File: config.mk
export PLATFORM = sky130hd
export DESIGN_NAME = bcd_to_bin_seq
export DESIGN_NICKNAME = d
export VERILOG_FILES = /design/src/rtl/bcd_to_bin_seq.sv
export SDC_FILE = /design/constraint.sdc
export NUM_CORES = 1
export LEC_CHECK = 0
export BUFFER_PORTS_ARGS = -buffer_cell sky130_fd_sc_hd__buf_2
export CAP_MARGIN = 20
export CORE_AREA = 2 2 100 63
export DETAILED_ROUTE_END_ITERATION = 8
export DIE_AREA = 0 0 102 65
export PLACE_DENSITY_LB_ADDON = 0.3
export SYNTH_ARGS = -nofsm -noshare
export SYNTH_HDL_FRONTEND = slang
export SYNTH_SLANG_ARGS = --single-unit
File: constraint.sdc
create_clock -name clk -period 1.43 [get_ports clk]
set_input_delay 0.143 -clock clk [delete_from_list [all_inputs] [get_ports clk]]
set_output_delay 0.143 -clock clk [all_outputs]
set_load 0.005 [all_outputs]
File: src/rtl/bcd_to_bin_seq.sv
// ============================================================================
// bcd_to_bin_seq : sequential BCD-to-binary converter (reverse double dabble)
// Revision 1.0
// ============================================================================
`default_nettype none

module bcd_to_bin_seq #(
  parameter int DIGITS = 4,
  parameter int BIN_W  = 14
) (
  input  logic                  clk,
  input  logic                  rst_n,
  input  logic                  start,
  input  logic [4*DIGITS-1:0]   bcd_in,
  output logic [BIN_W-1:0]      bin_out,
  output logic                  busy,
  output logic                  done,
  output logic                  err
);

  localparam int BCD_W = 4 * DIGITS;
  localparam int CNT_W = $clog2(BIN_W + 1);

  typedef enum logic [1:0] {
    S_IDLE  = 2'd0,
    S_SHIFT = 2'd1,
    S_DONE  = 2'd2
  } state_t;

  state_t             state_q;
  logic [BCD_W-1:0]   bcd_q;
  logic [BIN_W-1:0]   bin_q;
  logic [CNT_W-1:0]   count_q;
  logic [BIN_W-1:0]   bin_out_q;
  logic               busy_q;
  logic               done_q;
  logic               err_q;

  logic [BCD_W-1:0]   bcd_sh;
  logic [BCD_W-1:0]   bcd_d;
  logic [BIN_W-1:0]   bin_d;
  logic               in_bad;

  // One reverse-dabble step: shift right, then pull each digit >=8 back by 3.
  always_comb begin
    bcd_sh = {1'b0, bcd_q[BCD_W-1:1]};
    bin_d  = {bcd_q[0], bin_q[BIN_W-1:1]};
    bcd_d  = bcd_sh;
    for (int d = 0; d < DIGITS; d++) begin
      if (bcd_sh[4*d +: 4] >= 4'd8) begin
        bcd_d[4*d +: 4] = bcd_sh[4*d +: 4] - 4'd3;
      end
    end
  end

  always_comb begin
    in_bad = 1'b0;
    for (int d = 0; d < DIGITS; d++) begin
      if (bcd_in[4*d +: 4] > 4'd9) begin
        in_bad = 1'b1;
      end
    end
  end

  always_ff @(posedge clk or negedge rst_n) begin
    if (!rst_n) begin
      state_q   <= S_IDLE;
      bcd_q     <= '0;
      bin_q     <= '0;
      count_q   <= '0;
      bin_out_q <= '0;
      busy_q    <= 1'b0;
      done_q    <= 1'b0;
      err_q     <= 1'b0;
    end else begin
      done_q <= 1'b0;
      case (state_q)
        S_IDLE, S_DONE: begin
          if (start) begin
            bcd_q   <= bcd_in;
            bin_q   <= '0;
            count_q <= '0;
            if (in_bad) begin
              state_q   <= S_DONE;
              done_q    <= 1'b1;
              err_q     <= 1'b1;
              bin_out_q <= '0;
            end else begin
              state_q <= S_SHIFT;
              busy_q  <= 1'b1;
              err_q   <= 1'b0;
            end
          end else begin
            state_q <= S_IDLE;
          end
        end
        S_SHIFT: begin
          bcd_q   <= bcd_d;
          bin_q   <= bin_d;
          count_q <= count_q + 1'b1;
          // Last shift: publish the freshly shifted value, never a partial one.
          if (count_q == CNT_W'(BIN_W - 1)) begin
            bin_out_q <= bin_d;
            state_q   <= S_DONE;
            busy_q    <= 1'b0;
            done_q    <= 1'b1;
          end
        end
        default: begin
          state_q <= S_IDLE;
          busy_q  <= 1'b0;
        end
      endcase
    end
  end

  assign bin_out = bin_out_q;
  assign busy    = busy_q;
  assign done    = done_q;
  assign err     = err_q;

endmodule

`default_nettype wire

==> metrics list, run 1 <==
* Latest clock arrival within the worst-skew pair: 0.31 ns
* Share of Yosys cell area claimed by the top area cell type: 0.518
- At the end of routability-driven placement, the weighted congestion stood at 0.798.
- TritonCTS built the clock tree.
- For this design the ratio of total power to cell area is 1220 mW/mm2.
* Die boundary width: 102 um
- Global-route usage over all layers: 0.183
* Buf/Inv on CP: 1
- H-tree levels: 2
- In this run the count of I/O pins placed on the die edge is 36.
- Setup violations remaining at the end of the flow were counted as 0.
- Design Area, Final: 0.00294 mm2
- The number of antenna violations at the first check in global routing is 0.
- Data on the critical path is required at its endpoint by 1.64 ns.
- CP max-delay cell: sky130_fd_sc_hd__dfrtp_1
- Number of failing hold endpoints at the final stage: 0
* Synth Instances: 225
* Highest fanout seen on the critical path: 18
- Pre-antenna DRT Iters: 4
- Worst EP arrival: 1.54 ns
* Synth area leaders: sky130_fd_sc_hd__dfrtp_1 (52%), sky130_fd_sc_hd__a22o_1 (4.9%), sky130_fd_sc_hd__nand3_1 (4.6%), sky130_fd_sc_hd__ha_1 (4.0%), sky130_fd_sc_hd__a21oi_2 (3.5%)
- Placed Instance Area: 0.00283 mm2
* Cell taking the most area after synthesis: sky130_fd_sc_hd__dfrtp_1
- Initial standard-cell utilization of the core: 0.430
* Fraction of the cycle the final worst path needs: 0.933
- Status: complete, no violations
* Share of layout cells above drive strength 1: 0.279
* Number of buffers on the longest clock path: 2
- In the routed layout, each cell is associated on average with a via count of 5.35.
- Headroom to the max-slew limit came out at 0.706.
- The design draws 3.59 mW.
* Count of input and output buffers: 35
* Path category of the worst min-delay check: input port to flip-flop
- Kind of cell adding the most delay to the critical path: flip-flops
- VDD sags by at most 0.457 mV.
- Core region area: 0.00584 mm2
* Number of global-route vias before repair: 1844
- For this run, the top clock speed supported by timing is 749 MHz.
- Detailed placer's ending HPWL: 3850 um
* Critical Path, Cell by Cell: nor2b_1, buf_4, nor2_8, a221o_1
- Final hold analysis gives a worst-case slack of 0.0549 ns.
- The smallest clock period supported by the final layout is computed as 1.33 ns.
- The number of slew-limit violations in the final report is 0.
- Setup skew after layout: 0.0146 ns
* Post-synth EDFFs: 0
- Leakage dissipation: 1.38 nW
- Share of synthesized area occupied by flip-flops and latches: 0.518
* Residual DRC: 0
- Sinks on the clock net: 52
- The die is 65 um tall.
- Via Count: 1889
* Number of maximum-capacitance violations: 0
* Number of violations reported at the end of detailed-routing iteration 0: 124
* Antenna Violating Nets Remaining: 0
- The first global-routing pass estimated 9380 um of wire.
* Cell Count, Final, Fillers Out: 353
- Setup repair after global routing left no endpoint under its margin.
- The floorplan step defined a die boundary enclosing 0.00663 mm2.
- In this run the mean area of a mapped cell was 11.2 um2.
- Global route overflow: 0
* Setup TNS: 0 ns
- The number of clock buffers added by TritonCTS is 5.
- The tree is rooted in a sky130_fd_sc_hd__clkbuf_8.
- Average wire per standard cell: 15.5 um
- Number of nets produced by synthesis: 252
- Among all flip-flop cells after synthesis, the most frequent one is sky130_fd_sc_hd__dfrtp_1.
- sky130_fd_sc_hd__dfrtp_1 is the most common cell in the netlist.
* Crit end category: flip-flop
- Total instance count after detailed placement: 343
- Register bit total from synthesis: 52
* Wire length reported by the detailed router: 5470 um
- Final critical-path setup slack: 0.0957 ns
* Maximum number of pins on one net before global-route repair: 25
- Area Overhead vs Synth: 17.3%
- Ranked by instance count, the synthesized netlist is headed by sky130_fd_sc_hd__dfrtp_1 (52), sky130_fd_sc_hd__nand3_1 (23), sky130_fd_sc_hd__o21ai_0 (17), sky130_fd_sc_hd__nand2_1 (16), sky130_fd_sc_hd__a22o_1 (14).
- Measured on the finished design, the core utilization comes to 0.505.
* Final Net Count: 295
- The largest single stage delay on the critical path is 0.45 ns.
- Clock transition at the registers of the reported paths: 0.11 ns
* Setup CP Type: flip-flop to flip-flop
* Yosys warns: 0
- At the pin with the least slew margin, the transition time is 0.441 ns.
- In this run the cell area of the synthesized design comes to 0.00251 mm2.
- Prior to clock tree synthesis, the placed netlist has a worst setup slack of 0.0891 ns.
- Count of distinct cell types in the synthesized netlist: 38
- Share of synthesized flip-flops with an asynchronous set or reset: 1.00
- STA classifies the critical path startpoint as a flip-flop.
- The floorplan has 22 rows.
- The number of antenna diodes in the final layout is 0.
==> state kept, by name, summed over array words and instances (netlist names) <==
signal   flops
bin_out     14
bin_q       13
bcd_q       16
count_q      4
err          1
state_q      2
busy         1
done         1
==> placed cells by master, fill, tap and decap left out, drive strengths merged, types with 4 or more instances in the layout <==
cell	n
a21oi	14
a22o	14
buf	52
clkbuf	5
dfrtp	52
ha	8
inv	7
nand2	16
nand3	23
nor2	7
nor2b	4
o21ai	21
o22ai	4
xnor2	6
==> cells by family (layout without fill, tap and decap cells) <==
kind of cell / Yosys count / after routing / synth area share
xor gates and xnor gates: 6 / 6 / 0.0209
AOI/OAI and AO/OA: 76 / 76 / 0.227
muxes: 2 / 2 / 0.00847
adders and majority gates: 8 / 8 / 0.0399
DFF: 52 / 52 / 0.518
buffers and inverters: 24 / 68 / 0.0658
and+or+nand+nor: 57 / 57 / 0.119
==> layout make-up <==
type | count | area [um2]
fill | 546 | 2890
sequential | 52 | 1300
multi-input combinational | 149 | 1040
timing repair buffer | 53 | 375
tap | 84 | 105
clock buffer | 5 | 68.8
inverter | 7 | 26.3
clock inverter | 3 | 23.8
==> power breakdown <==
group          total [mW]  internal, mW  switching (mW)
Sequential           1.86          1.66           0.208
Clock               0.855         0.348           0.508
Combinational       0.874         0.418           0.456
Total                3.59          2.42            1.17
==> layer usage <==
layer / vias to the layer above / track usage / part of all wire
met3: 5 / 0.0399 / 0.050
met5: - / 0 / 0
met4: 0 / 0.0467 / 0.0069
met1: 932 / 0.285 / 0.52
li1: 903 / - / -
met2: 49 / 0.256 / 0.42
==> worst paths after layout <==
check | startpoint | endpoint | slack (ns) | depth (start not counted)
hold / removal | bcd_in[8] | bcd_q[8]$_DFFE_PN0P_ | 0.05 | 2
min in group asynchronous | rst_n | bcd_q[13]$_DFFE_PN0P_ | 0.31 | 2
max in group asynchronous | rst_n | bin_out[4]$_DFFE_PN0P_ | 0.66 | 3
setup / recovery | state_q[0]$_DFFE_PN0N_ | bcd_q[4]$_DFFE_PN0P_ | 0.1 | 4
hold reg to reg | err$_DFFE_PN0P_ | err$_DFFE_PN0P_ | 0.51 | 1
setup reg to reg | state_q[0]$_DFFE_PN0N_ | bcd_q[4]$_DFFE_PN0P_ | 0.1 | 4
==> what timing repair did <==
action                                  in CTS  in global routing
endpoints found under the hold margin       15                  0
gates resized for setup                      0                  6
hold buffers                                 1                  0
buffers inserted                             0                  1
endpoints found under the setup margin       0                  8
(Power assumes the default switching activity.)
==> run 2, diff against run 1 <==
PLACE_DENSITY = 0.71   (was default)
PLACE_DENSITY_LB_ADDON = default   (was 0.3)
==> metrics list, run 2 (synthesis results as in run 1) <==
- Summed over all layers, the global routing overflow is 0.
- The number of antenna violations at the first check in global routing is 0.
- Cell count of the worst hold path: 3
- Core region area: 0.00584 mm2
- Before antenna repair, the detailed router went through 4 iterations.
- Utilization of the core after routing: 0.500
- Die boundary width: 102 um
- The repair_antennas step left the layout with diodes totalling 0.
- Post-CTS setup buffers: 0
* Initial standard-cell utilization of the core: 0.430
- After filler insertion, the fill cell instance count of the layout stands at 536.
- In this run the remaining antenna-violating nets after routing total 0.
- H-tree levels: 2
- Worst hold endpoint: bcd_q[12]$_DFFE_PN0P_
- Wire length reported by the detailed router: 5150 um
- The worst register-to-register path ends at bcd_q[0]$_DFFE_PN0P_.
* Final critical-path setup slack: 0.0802 ns
- Min-Delay Startpoint: bcd_in[12]
- Crit path time final: 1.35 ns
* Clock transition at the registers of the reported paths: 0.09 ns
* Leakage dissipation: 1.37 nW
- Leaving out fill and tap cells, the most frequent cell in the layout is sky130_fd_sc_hd__dfrtp_1.
- Status: complete, no violations
* Design Area, Final: 0.00292 mm2
- The count of buffers added on input and output ports is 35.
- Entering global routing, the biggest net connects 53 pins.
* Max-slew violation count: 0
* Number of global-route vias before repair: 1858
* Pwr Density: 1230 mW/mm2
- The die covers 0.00663 mm2.
* CTS Buf Count: 5
* Total chip power: 3.60 mW
- Using the TritonRoute via totals, the vias-per-cell ratio works out to 5.33.
- The library cells used most frequently in the layout, excluding fill and tap cells, are sky130_fd_sc_hd__dfrtp_1 (52), sky130_fd_sc_hd__buf_2 (35), sky130_fd_sc_hd__nand3_1 (23).
* Worst EP arrival: 1.54 ns
- First-pass GRT wire length: 9110 um
- Derived from the worst setup path, the maximum achievable clock frequency is 741 MHz.
- Area Overhead vs Synth: 16.4%
- The setup check on the worst reg-to-reg path leaves a slack of 0.08 ns.
- Setup CP Type: flip-flop to flip-flop
- Worst-case reg-to-reg path depth: 3
- Area of combinational cells with multiple inputs: 0.00105 mm2
- Dividing the final minimum period by the clock period gives 0.944.
- Total of endpoints with negative setup slack in the final report: 0
* Number of violations reported at the end of detailed-routing iteration 0: 81
- Via Count: 1867
- Sinks on the clock net: 52
* Latest clock arrival within the worst-skew pair: 0.30 ns
* Detailed placer's ending HPWL: 3530 um
- Std-Cell Rows: 22
- Across the run, the number of max-cap violations was 0.
* Register area: 0.00130 mm2
* Share of layout cells above drive strength 1: 0.278
- TritonCTS built the clock tree.
* Average wire per standard cell: 14.7 um
- Setup skew after layout: 0.00448 ns
* Crit path launch type: flip-flop
- Largest register by flop count: bcd_q
- The congestion estimate from routability-driven global placement came to 0.784.
* Highest fanout seen on the critical path: 18
* Residual DRC: 0
* Number of failing hold endpoints at the final stage: 0
- Slew margin rel.: 0.792
* DIE HEIGHT: 65 um
* VDD IR max: 0.515 mV
- Clock tree synthesis selected as its root buffer the cell sky130_fd_sc_hd__clkbuf_8.
- For the pin with the worst max-slew slack, the measured transition is 0.310 ns.
- Path category of the worst min-delay check: input port to flip-flop
* Max reg flops: 16
- The worst setup path is captured at a flip-flop.
* Critical Path RT: 1.62 ns
- Placed Instance Area: 0.00280 mm2
- Critical R2R Launch: state_q[1]$_DFFE_PN0N_
- For this run, the total global-route usage over all layers was measured as 0.177.
- Final Net Count: 293
- Unrepaired setup endpoints after global routing: true
* Count of boundary I/O pins: 36
- Post-place setup slack: 0.0952 ns
- The longest clock path from root to sink contains 2 buffers.
==> run 2: what timing repair did <==
| item | 4_1_cts | 5_1_grt |
|---|---|---|
| gates resized for setup | 0 | 7 |
| endpoints found under the setup margin | 0 | 14 |
| hold buffers | 1 | 0 |
| hold endpoints to repair | 52 | 0 |
==> run 2: worst max-delay path, cell delays in order, from the launching register on <==
cell and delay, ns:
sky130_fd_sc_hd__dfrtp_1 0.41, sky130_fd_sc_hd__and2b_4 0.41, sky130_fd_sc_hd__nor2_8 0.12, sky130_fd_sc_hd__a221o_1 0.30
==> run 2: how the worst max path moves through the flow <==
stage,start,to,slack [ns]
6_report,state_q[1]$_DFFE_PN0N_,bcd_q[0]$_DFFE_PN0P_,0.08
5_1_grt,count_q[1]$_DFFE_PN0P_,bin_out[5]$_DFFE_PN0P_,-0.02
4_1_cts,count_q[1]$_DFFE_PN0P_,bin_out[11]$_DFFE_PN0P_,0.08
3_5_place_dp,state_q[1]$_DFFE_PN0N_,bcd_q[4]$_DFFE_PN0P_,0.1
3_3_place_gp,state_q[0]$_DFFE_PN0N_,err$_DFFE_PN0P_,0.11
2_1_floorplan,count_q[0]$_DFFE_PN0P_,done$_DFF_PN0_,0.07
==> run 2: stage by stage <==
step,cells,hold WS [ns],TNS [ns]
floorplan,225,-0.153,0
CTS,350,0.0404,0
global placement,342,0.156,0
detailed placement,342,0.158,0
global route,350,0.0614,-0.0683
finish,350,0.0469,0
==> run 2: per-layer routing <==
layer / up-vias / part of all wire / wire length, um / track usage
li1: 896 / - / - / -
met1: 919 / 0.50 / 2580 / 0.256
met2: 48 / 0.44 / 2240 / 0.257
met3: 4 / 0.056 / 289 / 0.0572
met4: 0 / 0.0080 / 41 / 0.0417
met5: - / 0 / 0 / 0
==> run 2: layout make-up <==
| type | instances | share of cell area |
|---|---|---|
| multi-input cells | 149 | 0.360 |
| repair buffers | 51 | 0.116 |
| clock buffers | 7 | 0.0330 |
| flip-flops and latches | 52 | 0.446 |
| inverters | 7 | 0.00900 |
| well taps | 84 | 0.0360 |
==> run 2: power breakdown <==
| part | total, mW | switching [mW] | internal [mW] |
|---|---|---|---|
| sequential | 1.86 | 0.204 | 1.66 |
| combinational | 0.839 | 0.440 | 0.399 |
| clock | 0.897 | 0.465 | 0.432 |
| total | 3.60 | 1.11 | 2.49 |
==> run 3, diff against run 2 <==
==> constraint.sdc (replaced) <==
create_clock -name clk -period 1.43 [get_ports clk]
set_input_delay 0.0715 -clock clk [delete_from_list [all_inputs] [get_ports clk]]
set_output_delay 0.0715 -clock clk [all_outputs]
set_load 0.005 [all_outputs]
==> metrics list, run 3 (synthesis results as in run 1) <==
* Status: complete, no violations
* Wire length reported by the detailed router: 5300 um
* Kind of cell adding the most delay to the critical path: flip-flops
- CTS Buf Count: 5
- During placement, the flow inserted port buffers numbering 35.
- Root buffer selected by CTS: sky130_fd_sc_hd__clkbuf_8
- Setup repair after global routing could not meet its margin everywhere.
- For this run, the post-layout net count is 298.
- Setup TNS: 0 ns
- Slew margin rel.: 0.798
- Of the total power, registers draw 0.497.
- Antenna diode instance count: 0
* Global route overflow: 0
- DIE HEIGHT: 65 um
- Number of failing hold endpoints at the final stage: 0
- The number of slew-limit violations in the final report is 0.
- Residual DRC: 0
- Share of layout cells above drive strength 1: 0.276
* TritonCTS clock tree: yes
- For the worst-skew pair, the clock arrives at the later sink with an insertion delay of 0.31 ns.
* Final weighted congestion in routability-driven placement: 0.791
- Maximum number of pins on one net before global-route repair: 53
* Design Area, Final: 0.00300 mm2
- Area Overhead vs Synth: 19.6%
- The first global-routing pass estimated 9030 um of wire.
* Std-Cell Rows: 22
* Sinks on the clock net: 52
* Largest register by flop count: bcd_q
- Worst EP arrival: 1.54 ns
- Count of boundary I/O pins: 36
- Share of total power in the clock network: 0.267
- Final critical-path setup slack: 0.0872 ns
- The tool flagged a number of max-cap violations equal to 0.
* H-tree levels: 2
* Clock transition at the registers of the reported paths: 0.09 ns
- In the layout the commonest cells are sky130_fd_sc_hd__dfrtp_1 (52), sky130_fd_sc_hd__buf_2 (35), sky130_fd_sc_hd__nand3_1 (23).
- Die footprint: 0.00663 mm2
- The initial utilization of the core area, before any placement, comes to 0.430.
* Worst Tran Pin Value: 0.301 ns
- The core region is 0.00584 mm2.
- Antenna Violating Nets Remaining: 0
- CP max-delay cell: sky130_fd_sc_hd__dfrtp_1
- Critical Path RT: 1.62 ns
- Number of violations reported at the end of detailed-routing iteration 0: 107
- Setup CP Type: flip-flop to flip-flop
- The worst hold path belongs to the class input port to flip-flop.
- Internal power comes to 2.60 mW.
* Number of buffers on the longest clock path: 2
* Pwr Density: 1250 mW/mm2
- Placed Instance Area: 0.00281 mm2
- Fraction of the cycle the final worst path needs: 0.939
- Together, buffers and inverters on the worst path number 1.
- The number of antenna violations at the first check in global routing was 0.
* Net switching power: 1.14 mW
- Number of global-route vias before repair: 1840
- Via density: 5.35
- Global-route usage over all layers: 0.176
- Switching power share of the total: 0.305
* Post-place setup slack: 0.0881 ns
- Average wire per standard cell: 14.9 um
- Once detailed placement completed, the half-perimeter wirelength came to 3590 um.
* Comb pwr share: 0.236
- The die is 102 um wide.
- Via Count: 1903
- Highest fanout seen on the critical path: 34
- Across the routed clock network, the largest skew measured is 0.00765 ns.
- The largest single stage delay on the critical path is 0.46 ns.
* Crit path time final: 1.34 ns
- The library cell used most frequently in the layout, excluding fill and tap cells, is sky130_fd_sc_hd__dfrtp_1.
- VDD IR max: 0.578 mV
* Max reg flops: 16
* Highest clock rate: 745 MHz
- Crit path launch type: flip-flop
- Critical Path, Cell by Cell: and2b_4, buf_12, a311oi_1, nor2_1
- Summed over all cells, the static leakage comes to 1.41 nW.
* Total chip power: 3.74 mW
- Setup violations remaining at the end of the flow were counted as 0.
- STA classifies the critical path endpoint as a flip-flop.
- The first TritonRoute pass finished after 4 iterations.
==> run 3: cell count changes in the layout (fill, tap and decap cells not counted), moves of 2 or more <==
cell                            before  now
sky130_fd_sc_hd__buf_4              11    8
sky130_fd_sc_hd__clkbuf_8            7    5
sky130_fd_sc_hd__o21ai_0            13   17
sky130_fd_sc_hd__o21ai_1             8    3
sky130_fd_sc_hd__dlygate4sd3_1       1    7
==> run 3: layer usage <==
layer  global-route usage  up-vias  share of wire
met5                    0        -              0
li1                     -      914              -
met2                0.261       62           0.43
met1                0.262      924           0.50
met3               0.0410        3          0.066
met4               0.0400        0         0.0064
==> run 3: worst paths after layout <==
path | from | to | slack [ns] | depth (start not counted)
setup / recovery | state_q[0]$_DFFE_PN0N_ | bcd_q[7]$_DFFE_PN0P_ | 0.09 | 4
hold / removal | bcd_in[0] | bcd_q[0]$_DFFE_PN0P_ | 0.005 | 2
setup reg to reg | state_q[0]$_DFFE_PN0N_ | bcd_q[7]$_DFFE_PN0P_ | 0.09 | 4
hold reg to reg | busy$_DFFE_PN0P_ | busy$_DFFE_PN0P_ | 0.51 | 1
max in group asynchronous | rst_n | bin_q[11]$_DFFE_PN0P_ | 0.91 | 3
min in group asynchronous | rst_n | bcd_q[12]$_DFFE_PN0P_ | 0.28 | 3
==> run 3: cell type report <==
type | instances | area (um2)
fillers | 555 | 2830
clock buffers | 5 | 68.8
inverters | 7 | 26.3
clock inverters | 3 | 42.5
multi-input cells | 149 | 1050
repair buffers | 56 | 408
flip-flops and latches | 52 | 1300
well taps | 84 | 105
==> run 3: through the flow <==
| step | cells | util | hold WS [ns] |
|---|---|---|---|
| after global placement | 341 | 0.481 | 0.0844 |
| final | 356 | 0.515 | 0.00479 |
| after floorplan | 225 | - | -0.224 |
| after global routing | 356 | 0.515 | 0.0205 |
| after CTS | 356 | 0.512 | 0.000110 |
| after detailed placement | 341 | 0.481 | 0.0868 |
==> run 3: power groups by stage <==
stage / clock (mW) / sequential [mW] / combinational, mW
4_1_cts: 1.04 / 1.86 / 0.884
3_5_place_dp: 0 / 1.88 / 0.862
2_1_floorplan: 0 / 1.84 / 0.640
3_3_place_gp: 0 / 1.88 / 0.844
5_1_grt: 1.10 / 1.89 / 0.988
6_report: 0.999 / 1.86 / 0.881
==> run 3: timing repair <==
action                                 in CTS  in global routing
gates resized for setup                     0                  5
endpoints found under the hold margin      58                  0
buffers inserted                            0                  0
setup endpoints to repair                   0                  4
hold buffers                                7                  0
